File: config.mk
export PLATFORM = sky130hd
export DESIGN_NAME = ddr_calib_watchdog_flat
export DESIGN_NICKNAME = d
export VERILOG_FILES = /design/src/rtl/ddr_calib_watchdog_if.sv /design/src/rtl/ddr_calib_watchdog.sv /design/src/flat_wrapper.sv
export SDC_FILE = /design/constraint.sdc
export NUM_CORES = 1
export LEC_CHECK = 0
export ABC_CLOCK_PERIOD_IN_PS = 3000
export CAP_MARGIN = 20
export CELL_PAD_IN_SITES_DETAIL_PLACEMENT = 2
export CELL_PAD_IN_SITES_GLOBAL_PLACEMENT = 2
export CORE_ASPECT_RATIO = 0.6
export CORE_MARGIN = 2
export CORE_UTILIZATION = 37
export CTS_CLUSTER_SIZE = 8
export DETAILED_ROUTE_END_ITERATION = 8
export HOLD_SLACK_MARGIN = 0.02
export PLACE_DENSITY = 0.88
export SETUP_SLACK_MARGIN = 0.2
export SLEW_MARGIN = 5
export SYNTH_ARGS = -nofsm -noshare
export SYNTH_HDL_FRONTEND = slang
export SYNTH_SLANG_ARGS = --single-unit
File: constraint.sdc
create_clock -name clk_200 -period 3 [get_ports clk_200]
set_input_delay 0.45 -clock clk_200 [delete_from_list [all_inputs] [get_ports clk_200]]
set_output_delay 0.45 -clock clk_200 [all_outputs]
set_load 0.03 [all_outputs]
File: src/rtl/ddr_calib_watchdog_if.sv
// Signal bundle between the upstream DDR reset generator, the MIG and the
// calibration watchdog. The slave modport is the watchdog's view.
interface ddr_calib_watchdog_if #(
    parameter int RETRY_WIDTH = 2
) ();
    logic                   ddr_rst_n_i;
    logic                   init_calib_complete_i;
    logic                   mig_rst_n_o;
    logic                   calib_ok_o;
    logic                   calib_fail_o;
    logic                   calib_lost_o;
    logic [RETRY_WIDTH-1:0] retry_count_o;
    logic [2:0]             state_o;

    modport slave (
        input  ddr_rst_n_i,
        input  init_calib_complete_i,
        output mig_rst_n_o,
        output calib_ok_o,
        output calib_fail_o,
        output calib_lost_o,
        output retry_count_o,
        output state_o
    );

    modport master (
        output ddr_rst_n_i,
        output init_calib_complete_i,
        input  mig_rst_n_o,
        input  calib_ok_o,
        input  calib_fail_o,
        input  calib_lost_o,
        input  retry_count_o,
        input  state_o
    );
endinterface

File: src/rtl/ddr_calib_watchdog.sv
// MIG calibration watchdog: forwards the upstream DDR reset, times calibration and
// forces bounded reset retries. Retries are enabled by defining DDR_WDOG_RETRY_EN.
module ddr_calib_watchdog #(
    parameter int TIMEOUT_CYCLES = 40000000,
    parameter int TIMEOUT_WIDTH  = 26,
    parameter int HOLD_CYCLES    = 9181,
    parameter int HOLD_WIDTH     = 15,
    parameter int MAX_RETRIES    = 3,
    parameter int RETRY_WIDTH    = 2
) (
    input  logic                clk_200,
    input  logic                sys_rst_i,
    ddr_calib_watchdog_if.slave wd
);
    typedef enum logic [2:0] {
        IDLE      = 3'd0,
        WAIT_CAL  = 3'd1,
        CAL_DONE  = 3'd2,
        FORCE_RST = 3'd3,
        FAIL      = 3'd4
    } state_t;

    localparam logic [TIMEOUT_WIDTH-1:0] TMO_LAST  = TIMEOUT_WIDTH'(TIMEOUT_CYCLES - 1);
    localparam logic [HOLD_WIDTH-1:0]    HOLD_LAST = HOLD_WIDTH'(HOLD_CYCLES - 1);
    localparam logic [RETRY_WIDTH-1:0]   RETRY_MAX = RETRY_WIDTH'(MAX_RETRIES);

    state_t                   state_q, state_d;
    logic                     cal_meta_q, cal_meta_d;
    logic                     cal_s_q, cal_s_d;
    logic [TIMEOUT_WIDTH-1:0] tmo_q, tmo_d;
    logic [HOLD_WIDTH-1:0]    hold_q, hold_d;
    logic [RETRY_WIDTH-1:0]   retry_q, retry_d;
    logic                     lost_q, lost_d;
    logic                     fail_q, fail_d;
    logic                     ok_q, ok_d;
    logic                     mig_rst_n_q, mig_rst_n_d;
    logic                     escalate;
    logic                     retry_ok;

`ifdef DDR_WDOG_RETRY_EN
    localparam bit RETRY_EN = 1'b1;
    assign wd.retry_count_o = retry_q;
`else
    localparam bit RETRY_EN = 1'b0;
    assign wd.retry_count_o = '0;
`endif

    assign retry_ok = RETRY_EN && (retry_q < RETRY_MAX);

    always_comb begin
        state_d    = state_q;
        lost_d     = lost_q;
        retry_d    = retry_q;
        escalate   = 1'b0;
        cal_meta_d = wd.init_calib_complete_i;
        cal_s_d    = cal_meta_q;

        // Upstream reset takes priority over every supervised state; FAIL ignores it.
        case (state_q)
            IDLE: begin
                if (wd.ddr_rst_n_i) state_d = WAIT_CAL;
            end
            WAIT_CAL: begin
                if (!wd.ddr_rst_n_i)      state_d = IDLE;
                else if (cal_s_q)         state_d = CAL_DONE;
                else if (tmo_q == TMO_LAST) escalate = 1'b1;
            end
            CAL_DONE: begin
                if (!wd.ddr_rst_n_i) begin
                    state_d = IDLE;
                end else if (!cal_s_q) begin
                    lost_d   = 1'b1;
                    escalate = 1'b1;
                end
            end
            FORCE_RST: begin
                if (!wd.ddr_rst_n_i)   state_d = IDLE;
                else if (hold_q == '0) state_d = WAIT_CAL;
            end
            FAIL: begin
                state_d = FAIL;
            end
            default: begin
                state_d = IDLE;
            end
        endcase

        if (escalate) begin
            if (retry_ok) begin
                retry_d = retry_q + RETRY_WIDTH'(1);
                state_d = FORCE_RST;
            end else begin
                state_d = FAIL;
            end
        end

        tmo_d = ((state_q == WAIT_CAL) && (state_d == WAIT_CAL)) ? tmo_q + TIMEOUT_WIDTH'(1) : '0;

        if (state_d == FORCE_RST)
            hold_d = (state_q == FORCE_RST) ? hold_q - HOLD_WIDTH'(1) : HOLD_LAST;
        else
            hold_d = '0;

        mig_rst_n_d = wd.ddr_rst_n_i && (state_d != FORCE_RST) && (state_d != FAIL);
        ok_d        = (state_d == CAL_DONE);
        fail_d      = fail_q || (state_d == FAIL);
    end

    always_ff @(posedge clk_200) begin
        if (sys_rst_i) begin
            state_q     <= IDLE;
            cal_meta_q  <= 1'b0;
            cal_s_q     <= 1'b0;
            tmo_q       <= '0;
            hold_q      <= '0;
            retry_q     <= '0;
            lost_q      <= 1'b0;
            fail_q      <= 1'b0;
            ok_q        <= 1'b0;
            mig_rst_n_q <= 1'b0;
        end else begin
            state_q     <= state_d;
            cal_meta_q  <= cal_meta_d;
            cal_s_q     <= cal_s_d;
            tmo_q       <= tmo_d;
            hold_q      <= hold_d;
            retry_q     <= retry_d;
            lost_q      <= lost_d;
            fail_q      <= fail_d;
            ok_q        <= ok_d;
            mig_rst_n_q <= mig_rst_n_d;
        end
    end

    assign wd.mig_rst_n_o  = mig_rst_n_q;
    assign wd.calib_ok_o   = ok_q;
    assign wd.calib_fail_o = fail_q;
    assign wd.calib_lost_o = lost_q;
    assign wd.state_o      = state_q;
endmodule

File: src/flat_wrapper.sv
// flat-port wrapper written by rule: the top's interface ports become plain ports
module ddr_calib_watchdog_flat 
#(
    parameter int TIMEOUT_CYCLES = 40000000,
    parameter int TIMEOUT_WIDTH  = 26,
    parameter int HOLD_CYCLES    = 9181,
    parameter int HOLD_WIDTH     = 15,
    parameter int MAX_RETRIES    = 3,
    parameter int RETRY_WIDTH    = 2
)
  (clk_200, sys_rst_i, wd_ddr_rst_n_i, wd_init_calib_complete_i, wd_mig_rst_n_o, wd_calib_ok_o, wd_calib_fail_o, wd_calib_lost_o, wd_retry_count_o, wd_state_o);
  ddr_calib_watchdog_if #(.RETRY_WIDTH(RETRY_WIDTH)) wd_i ();
  input  logic clk_200;
  input  logic sys_rst_i;
  input wire logic [$bits(wd_i.ddr_rst_n_i)-1:0] wd_ddr_rst_n_i;
  input wire logic [$bits(wd_i.init_calib_complete_i)-1:0] wd_init_calib_complete_i;
  output wire logic [$bits(wd_i.mig_rst_n_o)-1:0] wd_mig_rst_n_o;
  output wire logic [$bits(wd_i.calib_ok_o)-1:0] wd_calib_ok_o;
  output wire logic [$bits(wd_i.calib_fail_o)-1:0] wd_calib_fail_o;
  output wire logic [$bits(wd_i.calib_lost_o)-1:0] wd_calib_lost_o;
  output wire logic [$bits(wd_i.retry_count_o)-1:0] wd_retry_count_o;
  output wire logic [$bits(wd_i.state_o)-1:0] wd_state_o;
  assign wd_i.ddr_rst_n_i = wd_ddr_rst_n_i;
  assign wd_i.init_calib_complete_i = wd_init_calib_complete_i;
  assign wd_mig_rst_n_o = wd_i.mig_rst_n_o;
  assign wd_calib_ok_o = wd_i.calib_ok_o;
  assign wd_calib_fail_o = wd_i.calib_fail_o;
  assign wd_calib_lost_o = wd_i.calib_lost_o;
  assign wd_retry_count_o = wd_i.retry_count_o;
  assign wd_state_o = wd_i.state_o;
  ddr_calib_watchdog #(.TIMEOUT_CYCLES(TIMEOUT_CYCLES), .TIMEOUT_WIDTH(TIMEOUT_WIDTH), .HOLD_CYCLES(HOLD_CYCLES), .HOLD_WIDTH(HOLD_WIDTH), .MAX_RETRIES(MAX_RETRIES), .RETRY_WIDTH(RETRY_WIDTH)) u_core (.clk_200(clk_200), .sys_rst_i(sys_rst_i), .wd(wd_i));
endmodule
==> flow_summary.ini, run 1 <==
[global_route]
track_usage = 0.2052
grt_pass1_wl_um = 10920
grt_pass1_vias = 2086
grt_max_degree = 27
overflow = 0
antenna_found_initial = 0

[placed_design]
dp_cells = 341
dp_slack_ns = 0.5142
dp_hpwl_um = 4553
place_congestion = 0.7731
portBuffers = 10

[clocking]
max-clock-path-buffers = 2
htreeDepth = 2
clk_latency_ns = 0.31
cts_hold_buf = 0
cts_setup_buffers = 0
path_clk_slew_ns = 0.10
cts_buffers = 5
cts_resized = 0
cts_tree = built
cts_sinks = 50
cts-root-buf = clkbuf_8

[sta]
setup_ws_ns = 0.4892
rsz0062_at_grt = no
tightest_slew_ns = 1.032
slew_headroom = 0.3066
setup_viol = 0
min_period_ns = 2.511
fin_skew_ns = 0.009852
fin_crit_sh = 0.8369
setup_tns_ns = 0
drv_slew = 0
finalHoldViolations = 0
fmax_ghz = 0.3983

[critical_path]
path_depth = 5
r2r_end = u_core.tmo_q[20]
cpMaxStageDelayCell = or4_1
critPathMaxStageDelay_ns = 0.74
crit_path_start_kind = register
worst-endpoint-arrival_ns = 2.74
crit_path_max_fanout = 8
cp_top_family = simple AND/OR/NAND/NOR gates
r2r_slack_ns = 0.49
rr_worst_depth = 5
worstPathRequired_ns = 3.23
critPathKind = register to register
r2r-start = u_core.tmo_q[0]
critPathBufInv = 0
cp-end-kind = register
path_cells = ha_1 -> nand4_1 -> or4_1 -> or4_4 -> a211oi_2

[route]
ant_nets = 0
totalWireLength_um = 6678
routedWlPerCell_um = 19.19
drc = 0
routed-via-count = 1984
viasPerCell = 5.701
drt_iter0_drc = 111
dr.pass1.iters = 4

[floorplanning]
design.die.area_mm2 = 0.006890
rows = 22
die_h_um = 65.10
io_pins = 13
die_width_um = 105.8
initial_utilization = 0.3802
core_area_mm2 = 0.006056

[pwr]
power_density_mw_per_mm2 = 454.7
p_leak_nw = 0.9318
power_mw = 1.180
max-vdd-ir-drop_mv = 0.1734

[final_layout]
antennaDiodeCount = 0
final-seq-area_mm2 = 0.001001
finish.utilization = 0.4287
drive_above_1_share = 0.08333
multiInputGateArea_mm2 = 0.001214
num-nets-final = 271
layout.cells.non_filler = 348
area_growth_pct = 12.77
fill_cells = 674

[job]
maxCapViolCount = 0

[hold_path]
hold_class = register to register
hold_start = u_core.wd.calib_lost_o
hold_path_end = u_core.wd.calib_lost_o
holdPathStages = 2

[status]
status = complete, no violations

[logic_synthesis]
yosysSeqAreaShare = 0.4348
syn_area_per_cell_um2 = 9.100
syn_area_mm2 = 0.002302
ys_seq_elements = 50
ys_warn_count = 0
yosysUniqueCellTypes = 45
synthCells = 253
==> synth_stat cells, drive strengths merged <==
cell     instances  area share
a2111oi          1      0.0038
a211oi          12       0.041
a21oi            9       0.020
and2             1      0.0027
and3             1      0.0027
and4             2      0.0082
buf              6       0.020
clkbuf           5      0.0082
conb             1      0.0016
dfxtp           50        0.43
ha               3       0.016
inv              7       0.011
nand2           20       0.033
nand2b           2      0.0054
nand3            9       0.020
nand3b           1      0.0033
nand4           16       0.050
nand4b           1      0.0038
nor2            15       0.024
nor2b            3      0.0082
nor3            17       0.037
nor3b            4       0.013
nor4             7       0.026
nor4b            1      0.0038
o21a             2      0.0065
o21ai            5       0.011
o31a             1      0.0038
o31ai            6       0.020
o41ai            1      0.0038
or2              2      0.0054
or3              7       0.020
or3b             1      0.0038
or4              8       0.029
or4b             1      0.0043
xnor2            9       0.034
xor2            16       0.061
==> cell type report <==
class	instances	share of cell area
well taps	84	0.04048
clock buffers	5	0.02651
clock inverters	2	0.01494
inverters	7	0.01012
flip-flops and latches	50	0.3855
multi-input cells	186	0.4675
repair buffers	14	0.05494
==> sequential cells by signal (all words and copies together), names as in the netlist <==
register / cells
u_core.cal_meta_q: 1
u_core.cal_s_q: 1
u_core.hold_q: 15
u_core.tmo_q: 26
u_core.wd.calib_fail_o: 1
u_core.wd.calib_lost_o: 1
u_core.wd.calib_ok_o: 1
u_core.wd.mig_rst_n_o: 1
u_core.wd.state_o: 3
==> kinds of logic (layout without fill, tap and decap cells) <==
kind of cell,Yosys count,after routing,share of synthesized area
AO/OA/AOI/OAI,37,37,0.1092
XOR/XNOR,25,25,0.09511
adder cells (fa/ha/maj),3,3,0.01631
buffers and inverters,18,28,0.03967
flip-flops,50,50,0.4348
other,1,2,0.001629
AND/OR/NAND/NOR,119,119,0.3033
==> worst max-delay path by stage <==
stage	to	slack (ns)	startpoint
finish	u_core.tmo_q[20]	0.49	u_core.tmo_q[0]
global placement	u_core.tmo_q[14]	0.59	wd_ddr_rst_n_i
floorplan	u_core.tmo_q[20]	0.86	u_core.tmo_q[0]
detailed placement	u_core.tmo_q[12]	0.51	wd_ddr_rst_n_i
global route	u_core.tmo_q[20]	0.38	u_core.tmo_q[0]
CTS	u_core.tmo_q[20]	0.48	u_core.tmo_q[0]
==> worst reg2reg max path, delay by kind of cell (launching register included) <==
kind	cells	cell delay, ns
AND/OR/NAND/NOR	3	1.52
flip-flops	1	0.43
adder cells (fa/ha/maj)	1	0.25
AO/OA/AOI/OAI	1	0.22
==> placed cells by master, fill, tap and decap left out, types with 6 or more instances in the layout <==
cell type / count
or4_1: 6
inv_1: 7
a21oi_1: 9
clkdlybuf4s50_1: 10
xor2_1: 16
xnor2_1: 9
o31ai_1: 6
nor2_1: 15
nor3_1: 17
nand4_1: 15
dfxtp_1: 50
a211oi_1: 11
nand3_1: 9
nor4_1: 6
nand2_1: 20
==> through the flow <==
| step | hold WS (ns) | area [um^2] |
|---|---|---|
| after floorplan | 0.4128 | 2306 |
| final | 0.4631 | 2596 |
| after global placement | 0.4187 | 2489 |
| after CTS | 0.4682 | 2596 |
| after detailed placement | 0.4545 | 2489 |
| after global routing | 0.4881 | 2596 |
==> report_power, final <==
group	switching, mW	total [mW]	leakage (nW)	internal [mW]
Clock	0.236	0.481	0.0542	0.246
Combinational	0.0179	0.0284	0.474	0.0105
Sequential	0.00397	0.671	0.404	0.667
Total	0.258	1.18	0.932	0.923
==> per-layer routing <==
layer / track usage / vias to the layer above / wire, um
li1: - / 939 / -
met1: 0.2836 / 997 / 3352
met2: 0.3331 / 39 / 3046
met3: 0.03968 / 9 / 214
met4: 0.05099 / 0 / 64
met5: 0 / - / 0
(Power assumes the default switching activity.)
==> run 2: changes to the inputs <==
ABC_CLOCK_PERIOD_IN_PS = 2300   (was 3000)
CORE_UTILIZATION = 33   (was 37)
PLACE_DENSITY = 0.84   (was 0.88)
clock period = 2.3 ns   (was 3 ns; I/O delays follow)
==> run 2 against run 1 <==
Net effect: global-route usage is 0.84 points lower; via count increased by 2.6%; final cell count up 4.3%; die area rose by 12%; clock power up 65%; highest routed layer unchanged; sequential power grew 30%; critical endpoint is now u_core.tmo_q[22]; non-clock buffer count grew 11.
==> flow_summary.ini, run 2 (synthesis results as in run 1) <==
[critical_path]
r2r-start = u_core.tmo_q[9]
crit_path_max_fanout = 9
worst-endpoint-arrival_ns = 2.20
critPathKind = register to register
cp-end-kind = register
rr_worst_depth = 5
r2r_slack_ns = 0.28
crit_path_start_kind = register
r2r_end = u_core.tmo_q[22]
cpMaxStageDelayCell = or4b_1
path_cells = or4b_1 -> or3_1 -> nor4_4 -> buf_4 -> a211oi_1
critPathMaxStageDelay_ns = 0.51
worstPathRequired_ns = 2.47

[floorplanning]
die_h_um = 68.70
initial_utilization = 0.3433
design.die.area_mm2 = 0.007683
rows = 23
io_pins = 13
core_area_mm2 = 0.006705
die_width_um = 111.8

[route]
drt_iter0_drc = 86
ant_nets = 0
viasPerCell = 5.609
routedWlPerCell_um = 19.44
dr.pass1.iters = 4
totalWireLength_um = 7058
drc = 0
routed-via-count = 2036

[clocking]
max-clock-path-buffers = 2
cts_tree = built
cts_sinks = 50
cts_setup_buffers = 0
clk_latency_ns = 0.30
path_clk_slew_ns = 0.07
cts_buffers = 5
htreeDepth = 2
cts-root-buf = clkbuf_16

[final_layout]
finish.utilization = 0.4171
largest_reg_flops = 26
layout_common_cells = dfxtp_1 (42), nand2_1 (20), nor3_1 (17)
area_growth_pct = 21.47
largest-register = u_core.tmo_q
final_common_cell = dfxtp_1
fill_cells = 730
num-nets-final = 282
drive_above_1_share = 0.1884
antennaDiodeCount = 0

[global_route]
overflow = 0
track_usage = 0.1968
antenna_found_initial = 0
grt_pass1_vias = 2094
grt_pass1_wl_um = 11270
grt_max_degree = 27

[placed_design]
portBuffers = 10
dp_hpwl_um = 4851
place_congestion = 0.8055

[hold_path]
holdPathStages = 2
hold_class = register to register
hold_path_end = u_core.wd.calib_lost_o
hold_start = u_core.wd.calib_lost_o

[status]
status = complete, no violations

[pwr]
max-vdd-ir-drop_mv = 0.2800
power_density_mw_per_mm2 = 608.7
p_leak_nw = 1.019

[sta]
min_period_ns = 2.024
tightest_slew_ns = 0.7195
rsz0062_at_grt = yes
drv_slew = 0
fmax_ghz = 0.4942
fin_crit_sh = 0.8799
setup_viol = 0
fin_skew_ns = 0.01008
finalHoldViolations = 0
slew_headroom = 0.5166
setup_tns_ns = 0

[job]
maxCapViolCount = 0
-- run 2: cell types whose count changed in the layout (fill, tap and decap cells not counted), moves of 3 or more --
| cell | delta |
|---|---|
| or4_1 | -3 |
| dfxtp_2 | +6 |
| a211oi_1 | -3 |
| buf_4 | +10 |
| dfxtp_1 | -8 |
| a211oi_2 | +3 |
| clkbuf_8 | -5 |
| clkbuf_16 | +5 |
| or4_4 | +3 |
-- run 2: worst max-delay path, delay by kind of cell, from the launching register on --
family	cells	cell delay (ns)
AO/OA/AOI/OAI	1	0.07
buffers and inverters	1	0.27
flip-flops	1	0.37
AND/OR/NAND/NOR	3	1.18
-- run 2: layer usage --
metal  vias to the layer above  global-route usage  wire length [um]
met5                         -                   0                 0
met4                         0             0.06944               104
met3                        10             0.04021               202
met2                        30              0.3189              3233
met1                      1026              0.2661              3517
li1                        970                   -                 -
-- run 2: through the flow --
stage	std cells	hold slack [ns]	area [um^2]	setup slack (ns)	total power [mW]
global route	363	0.4936	2796	0.1783	1.763
detailed placement	354	0.4577	2559	0.1085	0.9305
finish	363	0.4637	2796	0.2763	1.702
global placement	354	0.4242	2559	0.1657	0.9287
floorplan	254	0.4128	2310	0.2064	0.9161
CTS	362	0.4705	2730	0.2052	1.718
-- run 2: timing repair --
item / 4_1_cts / 5_1_grt
hold buffers: 0 / 0
setup endpoints to repair: 8 / 28
gates resized for setup: 7 / 16
hold endpoints to repair: 0 / 0
cloned: 0 / 1
pin swaps: 0 / 3
-- run 2: layout make-up --
class | count | area (um^2) | area share
inverters | 7 | 26.28 | 0.009396
well taps | 87 | 108.9 | 0.03893
multi-input cells | 186 | 1271 | 0.4546
clock inverters | 3 | 28.78 | 0.01029
flip-flops and latches | 50 | 1016 | 0.3633
repair buffers | 25 | 220.2 | 0.07875
clock buffers | 5 | 125.1 | 0.04474
-- run 2: worst max path at each step --
stage | start | endpoint | slack, ns
floorplan | u_core.tmo_q[1] | u_core.tmo_q[20] | 0.21
CTS | u_core.tmo_q[18] | u_core.tmo_q[14] | 0.21
detailed placement | u_core.tmo_q[1] | u_core.tmo_q[16] | 0.11
finish | u_core.tmo_q[9] | u_core.tmo_q[22] | 0.28
global placement | u_core.tmo_q[1] | u_core.tmo_q[20] | 0.17
global route | u_core.tmo_q[2] | u_core.tmo_q[19] | 0.18
-- run 2: report_power, final --
part / total (mW) / internal, mW / switching [mW]
sequential: 0.872 / 0.867 / 0.00497
combinational: 0.0371 / 0.0139 / 0.0233
clock: 0.793 / 0.418 / 0.375
